File: config.mk
export PLATFORM = sky130hd
export DESIGN_NAME = log_mult_sequencer
export DESIGN_NICKNAME = d
export VERILOG_FILES = /design/src/rtl/log_mult_sequencer.sv
export SDC_FILE = /design/constraint.sdc
export NUM_CORES = 1
export LEC_CHECK = 0
export ABC_AREA = 1
export ABC_CLOCK_PERIOD_IN_PS = 4800
export CORE_MARGIN = 10
export CORE_UTILIZATION = 50
export DETAILED_ROUTE_END_ITERATION = 12
export GPL_TIMING_DRIVEN = 0
export PLACE_DENSITY = 0.7
export RECOVER_POWER = 25
export SYNTH_ARGS = -nofsm -noshare
export SYNTH_HDL_FRONTEND = slang
export SYNTH_SLANG_ARGS = --single-unit
File: constraint.sdc
create_clock -name clk -period 4.8 [get_ports clk]
set_clock_uncertainty 0.05 [all_clocks]
set_input_delay 0.96 -clock clk [delete_from_list [all_inputs] [get_ports clk]]
set_output_delay 0.96 -clock clk [all_outputs]
set_load 0.01 [all_outputs]
File: src/rtl/log_mult_sequencer.sv
// Mitchell approximate 8x8 multiplier. A single leading-one/fraction
// extractor is time-shared between the two operands, then the log-domain
// sum is turned back into a linear product.

module log_calculator (
    input  logic [7:0] in_val,
    output logic [2:0] k,
    output logic [6:0] f
);
    logic [7:0] shifted;

    // Find the leading one and left-align the bits below it into the fraction
    always_comb begin
        k = 3'd0;
        for (int i = 0; i < 8; i++) begin
            if (in_val[i]) begin
                k = 3'(i);
            end
        end
        shifted = in_val << (3'd7 - k);
        f       = shifted[6:0];
    end
endmodule

module log_mult_sequencer (
    input  logic        clk,
    input  logic        rst,
    input  logic        in_valid,
    output logic        in_ready,
    input  logic [7:0]  a,
    input  logic [7:0]  b,
    output logic        out_valid,
    input  logic        out_ready,
    output logic [15:0] product,
    output logic        busy
);
    typedef enum logic [2:0] {
        IDLE  = 3'd0,
        LOG_A = 3'd1,
        LOG_B = 3'd2,
        CALC  = 3'd3,
        DONE  = 3'd4
    } state_t;

    state_t state_q, state_d;

    logic [7:0]  a_q, a_d;
    logic [7:0]  b_q, b_d;
    logic        zero_q, zero_d;
    logic [2:0]  ka_q, ka_d;
    logic [6:0]  fa_q, fa_d;
    logic [2:0]  kb_q, kb_d;
    logic [6:0]  fb_q, fb_d;
    logic [15:0] product_q, product_d;

    logic [7:0]  log_in;
    logic [2:0]  log_k;
    logic [6:0]  log_f;

    logic [7:0]  frac_sum;
    logic [3:0]  k_total;
    logic [6:0]  f_total;
    logic [22:0] scaled;
    logic [15:0] product_calc;

    logic        accept;

    assign accept = in_valid && (state_q == IDLE);

    // Operand mux feeding the shared log unit: b only while in LOG_B
    always_comb begin
        log_in = (state_q == LOG_B) ? b_q : a_q;
    end

    log_calculator u_log (
        .in_val (log_in),
        .k      (log_k),
        .f      (log_f)
    );

    // Antilog: add fractions, fold a carry into the characteristic, shift back
    always_comb begin
        frac_sum = {1'b0, fa_q} + {1'b0, fb_q};
        if (frac_sum[7]) begin
            k_total = {1'b0, ka_q} + {1'b0, kb_q} + 4'd1;
        end else begin
            k_total = {1'b0, ka_q} + {1'b0, kb_q};
        end
        f_total      = frac_sum[6:0];
        scaled       = 23'({1'b1, f_total}) << k_total;
        product_calc = scaled[22:7];
    end

    // State and datapath registers with synchronous reset
    always_ff @(posedge clk) begin
        if (rst) begin
            state_q   <= IDLE;
            a_q       <= 8'd0;
            b_q       <= 8'd0;
            zero_q    <= 1'b0;
            ka_q      <= 3'd0;
            fa_q      <= 7'd0;
            kb_q      <= 3'd0;
            fb_q      <= 7'd0;
            product_q <= 16'd0;
        end else begin
            state_q   <= state_d;
            a_q       <= a_d;
            b_q       <= b_d;
            zero_q    <= zero_d;
            ka_q      <= ka_d;
            fa_q      <= fa_d;
            kb_q      <= kb_d;
            fb_q      <= fb_d;
            product_q <= product_d;
        end
    end

    // Next-state logic and datapath register updates
    always_comb begin
        state_d   = state_q;
        a_d       = a_q;
        b_d       = b_q;
        zero_d    = zero_q;
        ka_d      = ka_q;
        fa_d      = fa_q;
        kb_d      = kb_q;
        fb_d      = fb_q;
        product_d = product_q;
        case (state_q)
            IDLE: begin
                if (accept) begin
                    a_d     = a;
                    b_d     = b;
                    zero_d  = (a == 8'd0) || (b == 8'd0);
                    state_d = LOG_A;
                end
            end
            LOG_A: begin
                ka_d    = log_k;
                fa_d    = log_f;
                state_d = LOG_B;
            end
            LOG_B: begin
                kb_d    = log_k;
                fb_d    = log_f;
                state_d = CALC;
            end
            CALC: begin
                product_d = zero_q ? 16'd0 : product_calc;
                state_d   = DONE;
            end
            DONE: begin
                if (out_ready) begin
                    state_d = IDLE;
                end
            end
            default: begin
                state_d = IDLE;
            end
        endcase
    end

    // Handshake and status outputs decoded from the current state
    always_comb begin
        in_ready  = (state_q == IDLE);
        busy      = (state_q != IDLE);
        out_valid = (state_q == DONE);
        product   = product_q;
    end
endmodule

[Word level (Yosys, flattened, before mapping)]
Index checks and enable logic that the tools add are counted.
Storage, ports and cells
  output and inout port bits: 19
  register bits after elaboration: 56
  input port bits: 20
  word-level logic and storage cells: 42
Cells by class
  add/sub/neg operators: 4
  reduce and logical (&&, ||, !) cells: 8
  muxes and demuxes: 13
  equal/unequal tests: 6
  shift-type cells: 2
Operators with widths (count)
  left shift 8 x 4 -> 23 bit: 1
  two-way mux 3 bit: 6
  zero test 8 bit: 2
  two-way mux 16 bit: 1
  one-hot mux 3 bit (5 select lines): 1
  adder 7 x 7 -> 8 bit: 1
  two-way mux 8 bit: 1
  left shift 8 x 3 -> 7 bit: 1
  == test 3 x 2 -> 1 bit (second input constant): 2
  adder 3 x 3 -> 4 bit: 1
  adder 4 x 1 -> 4 bit (second input constant): 1
  two-way mux 2 bit: 2
  two-way mux 4 bit: 1
  != test 2 x 1 -> 1 bit (second input constant): 2
  AND reduction 2 bit: 2
  == test 3 x 1 -> 1 bit (second input constant): 1
  == test 3 bit (second input constant): 1
  zero test 3 bit: 1
  nonzero test 3 bit: 1
  subtractor 3 bit (first input constant): 1
  logical AND 1 bit: 1
  logical OR 1 bit: 1
  two-way mux 1 bit: 1

[Logic depth before layout (Yosys ltp)]
  depth after elaboration: 11
  mapped depth: 17
  gate-level depth less buffers: 16

[Modules after synthesis]
From an unflattened synthesis, not the netlist that was laid out.
Unflattened totals
  cell total of the unflattened synthesis: 502
  area total of the unflattened synthesis: 3354.5 um^2
By module, submodules not included
  log_mult_sequencer: area an instance 3042.9 um^2, times used 1, cells an instance 443
  log_calculator: area an instance 311.5 um^2, times used 1, cells an instance 59

[Worst setup path before layout]
No wires, ideal clock.
  kind: flip-flop to flip-flop
  from: register ka_q[0]
  to: register product_q[3] (netlist: product[3])
  setup slack: 2.514 ns
  data required time: 4.618 ns
  arrival time: 2.104 ns
  buffers on the path: 1
  stages on the path, launching flop included: 13
  path through: dfxtp_1 -> ha_1 -> fa_1 -> ha_1 -> xor2_1 -> nand2_1 -> o21ai_4 -> inv_2 -> buf_2 -> nand3_1 -> nand3_1 -> nand2_1 -> a21oi_1
Between the ends
  word-level cells in the longest chain between the ends: 5
RTL lines
  start: declaration: line 50  | logic [2:0] ka_q, ka_d;
  start signal: assignment: line 111  | ka_q <= ka_d;
  adder 3 x 3 -> 4 bit *: line 85, 87
  adder 4 x 1 -> 4 bit: line 85  | k_total = {1'b0, ka_q} + {1'b0, kb_q} + 4'd1;
  two-way mux 4 bit *: line 84  | if (frac_sum[7]) begin
  left shift 8 x 4 -> 23 bit *: line 90  | scaled = 23'({1'b1, f_total}) << k_total;
  two-way mux 16 bit *: line 150  | product_d = zero_q ? 16'd0 : product_calc;
  end signal: assignment: line 115  | product_q <= product_d;
  end: declaration: line 54  | logic [15:0] product_q, product_d;
Every way passes the cells marked *; elsewhere a longest branch is shown, timed or not.
A chain may end at the register's enable or synchronous reset.

[Final worst setup path]
  from: register state_q[1]
  to: register fa_q[4]
Between the ends
  word-level cells in the longest chain between the ends: 11
  elaborated cells between the ends (all ways): 12
  those cells by class: add/sub (1); eq/ne (2); shift (1); mux (8)
RTL lines
  start: declaration: line 45  | state_t state_q, state_d;
  start signal: assignment: line 107  | state_q <= state_d;
  == test 3 x 2 -> 1 bit: line 72  | log_in = (state_q == LOG_B) ? b_q : a_q;
  two-way mux 8 bit: line 72
  two-way mux 1 bit: line 16  | if (in_val[i]) begin
  two-way mux 2 bit (2 in a row): line 16
  two-way mux 3 bit (4 in a row): line 16
  subtractor 3 bit: line 20  | shifted = in_val << (3'd7 - k);
  left shift 8 x 3 -> 7 bit: line 20
  end signal: assignment: line 102  | fa_q <= 7'd0;
  end signal: assignment: line 112  | fa_q <= fa_d;
  end: declaration: line 51  | logic [6:0] fa_q, fa_d;
Several ways; a longest one is shown, not always the timed one.

==> results.py <==
metrics = {
    "yosys": {
        "ys_types": 39,
        "yosys_warnings": 0,
        "synth-seq-area-share_pct": 33.5,
        "syn-num-nets": 514,
        "synth_area_mm2": 0.00334,
        "avgSynthCellArea_um2": 6.95,
        "syn_inst": 481,
        "yosys_register_bits": 56,
    },
    "run": {
        "cap_viol_max_count": 0,
    },
    "worst_setup_path": {
        "rr_endpoint": "fa_q[4]",
        "cp_max_fo": 10,
        "cp_slowest_stage_delay_ns": 0.52,
        "cpLargestDelayFamily": "simple AND/OR/NAND/NOR gates",
        "crit_buf_inv": 3,
        "crit_chain": "clkbuf_1 -> nand2_1 -> clkbuf_1 -> o21ai_0 -> nand2_2 -> nor2_1 -> clkinvlp_2 -> nand4_1 -> nand3_1 -> nor2_1 -> nor2_1",
        "reg2regPathDepth": 11,
        "startpoint": "state_q[1]",
        "arrival_ns": 3.47,
        "critPathKind": "reg2reg",
        "ff2ff_setup_slack_ns": 1.49,
        "crit_top_cell": "nor2_1",
        "endpoint_kind": "register",
        "slowest_stage": "o21ai_0",
        "reg2reg_from": "state_q[1]",
        "worstPathRequired_ns": 4.96,
        "worstSetupStartpointType": "register",
    },
    "cts": {
        "cts.clk_slew.worst_paths_ns": 0.11,
        "cts_root_buffer": "clkbuf_8",
        "ctsResizeCount": 0,
        "cts_buffers": 5,
        "cts_tree": "done",
        "cts_max_path_buffers": 2,
        "clock_insertion_delay_worst_skew_ns": 0.31,
        "cts_sinks": 56,
        "postCtsSetupRepairBufs": 0,
        "cts_max_level": 2,
        "cts_hold_buf": 0,
    },
    "outcome": {
        "status": "complete, no violations",
    },
    "finish": {
        "postLayoutCoreUtil_pct": 60.5,
        "stdcell_count": 603,
        "final_common_cell": "nand2_1",
        "drive_above_1_share_pct": 8.75,
        "syn2layout_area_growth_pct": 16.4,
        "nFillCells": 637,
        "register_area_mm2": 0.00112,
        "multiInputGateArea_mm2": 0.00191,
        "mostFrequentLayoutCells": "123 x nand2_1, 57 x nand3_1, 56 x dfxtp_1, 51 x a21oi_1, 44 x inv_1",
        "layout.nets": 558,
        "antenna_cells": 0,
    },
    "die": {
        "placementRows": 29,
        "die_h_um": 102,
        "io_pins": 39,
        "die_w_um": 102,
        "coreArea_mm2": 0.00642,
        "dieArea_mm2": 0.0104,
        "start_util_pct": 52.0,
    },
    "global_routing": {
        "grt_pass1_wl_um": 13900,
        "grt_max_degree": 20,
        "antenna_found_initial": 0,
        "overflow": 0,
        "grt_pass1_vias": 3017,
        "grt_usage_pct": 16.2,
    },
    "power_and_ir_drop": {
        "power.leakage_uw": 0.00176,
        "max-vdd-ir-drop_mv": 0.178,
        "power_uw": 1490,
        "pwr_density_cell_mw_per_mm2": 382,
    },
    "min_path": {
        "min_to": "a_q[5]",
        "hold_depth": 2,
        "hp-class": "reg2reg",
        "holdCritStartpoint": "a_q[5]",
    },
    "sta": {
        "setup_viol_count_final": 0,
        "hold_viol": 0,
        "slew_violations": 0,
        "finalCriticalPeriod_ns": 3.31,
        "fin_crit_sh_pct": 68.9,
        "max_freq_ghz": 0.302,
        "grt_setup_unrepaired": "no",
        "relSlewSlack_pct": 35.9,
        "layout_setup_ws_ns": 1.49,
        "worst_slew_pin_slew_ns": 0.953,
        "finalSetupTns_ns": 0,
    },
    "drt": {
        "wl_um": 8070,
        "drcViolationCount": 0,
        "routedWlPerCell_um": 13.4,
        "dr_total_vias": 3219,
        "ant_nets": 0,
        "viasPerCell": 5.34,
        "initialDrtViolationCount": 164,
        "dr.pass1.iters": 5,
    },
    "place": {
        "gp_congestion": 0.867,
        "io_buffers": 37,
        "place_hpwl_um": 6570,
        "dp_slack_ns": 2.24,
        "place_inst": 595,
    },
}
-- logic make-up (layout without fill, tap and decap cells) --
kind of cell	Yosys count	count (layout)	synth area share, %
compound gates	98	98	16.9
xor+xnor	4	4	1.05
fa+ha+maj	13	13	5.32
buf+inv	67	112	8.35
flops	56	56	33.5
simple gates	243	243	34.8
-- Yosys cell counts, drive strengths merged --
cell,n,area (um2)
a21o,2,15.0
a21oi,53,280
a22oi,1,7.51
buf,5,43.8
clkbuf,12,45.0
dfxtp,56,1120
fa,2,40.0
ha,11,138
inv,50,190
nand2,137,577
nand3,61,333
nand3b,4,33.8
nand4,9,56.3
nor2,23,111
nor3,3,15.0
nor4,4,25.0
o211ai,4,30.0
o21a,1,7.51
o21ai,36,218
o21bai,1,7.51
or2,2,12.5
xnor2,1,8.76
xor2,3,26.3
-- stage by stage --
stage          instance area, um2  hold slack (ns)
2_1_floorplan                3340            0.375
3_3_place_gp                 3810            0.390
3_5_place_dp                 3810            0.398
4_1_cts                      3930            0.412
5_1_grt                      3890            0.426
6_report                     3890            0.409
-- worst reg2reg max path, cell delays in order, from the launching register on --
cell	delay, ns
dfxtp_1	0.32
clkbuf_1	0.28
nand2_1	0.21
clkbuf_1	0.27
o21ai_0	0.52
nand2_2	0.11
nor2_1	0.51
clkinvlp_2	0.45
nand4_1	0.19
nand3_1	0.14
nor2_1	0.12
nor2_1	0.04
-- where the power goes --
group          leakage (uW)  switching (uW)  internal [uW]
sequential         0.000458            25.3            508
combinational       0.00124             409            218
clock             0.0000607             165            161
-- sequential cells by signal, summed over array words and instances (netlist names) --
| name | flops |
|---|---|
| fa_q | 7 |
| b_q | 8 |
| state_q | 3 |
| kb_q | 3 |
| a_q | 8 |
| ka_q | 3 |
| fb_q | 7 |
| zero_q | 1 |
| product | 16 |
-- worst max path at each step --
stage / end / slack [ns] / cells after the start
2_1_floorplan: product[3] / 2.51 / 12
3_3_place_gp: product[3] / 2.26 / 12
6_report: fa_q[4] / 1.49 / 11
3_5_place_dp: product[3] / 2.24 / 12
5_1_grt: fa_q[4] / 1.06 / 11
4_1_cts: in_ready / 2.05 / 4
-- per-layer routing --
metal	part of all wire [%]	vias up	GRT usage, %	routed length, um
met4	0.72	0	3.41	58
met1	48	1466	20.9	3890
li1	-	1692	-	-
met3	3.2	5	2.79	261
met5	0	-	0	0
met2	48	56	27.5	3860
-- layout make-up --
type	instances	area share, %
Buffer	17	2.06
Clock buffer	5	1.77
Clock inverter	3	1.29
Inverter	50	4.86
Multi-Input combinational cell	358	49.2
Sequential cell	56	28.8
Tap cell	77	2.48
Timing Repair Buffer	37	9.52
No activity file was read; power rests on OpenSTA's default activity.
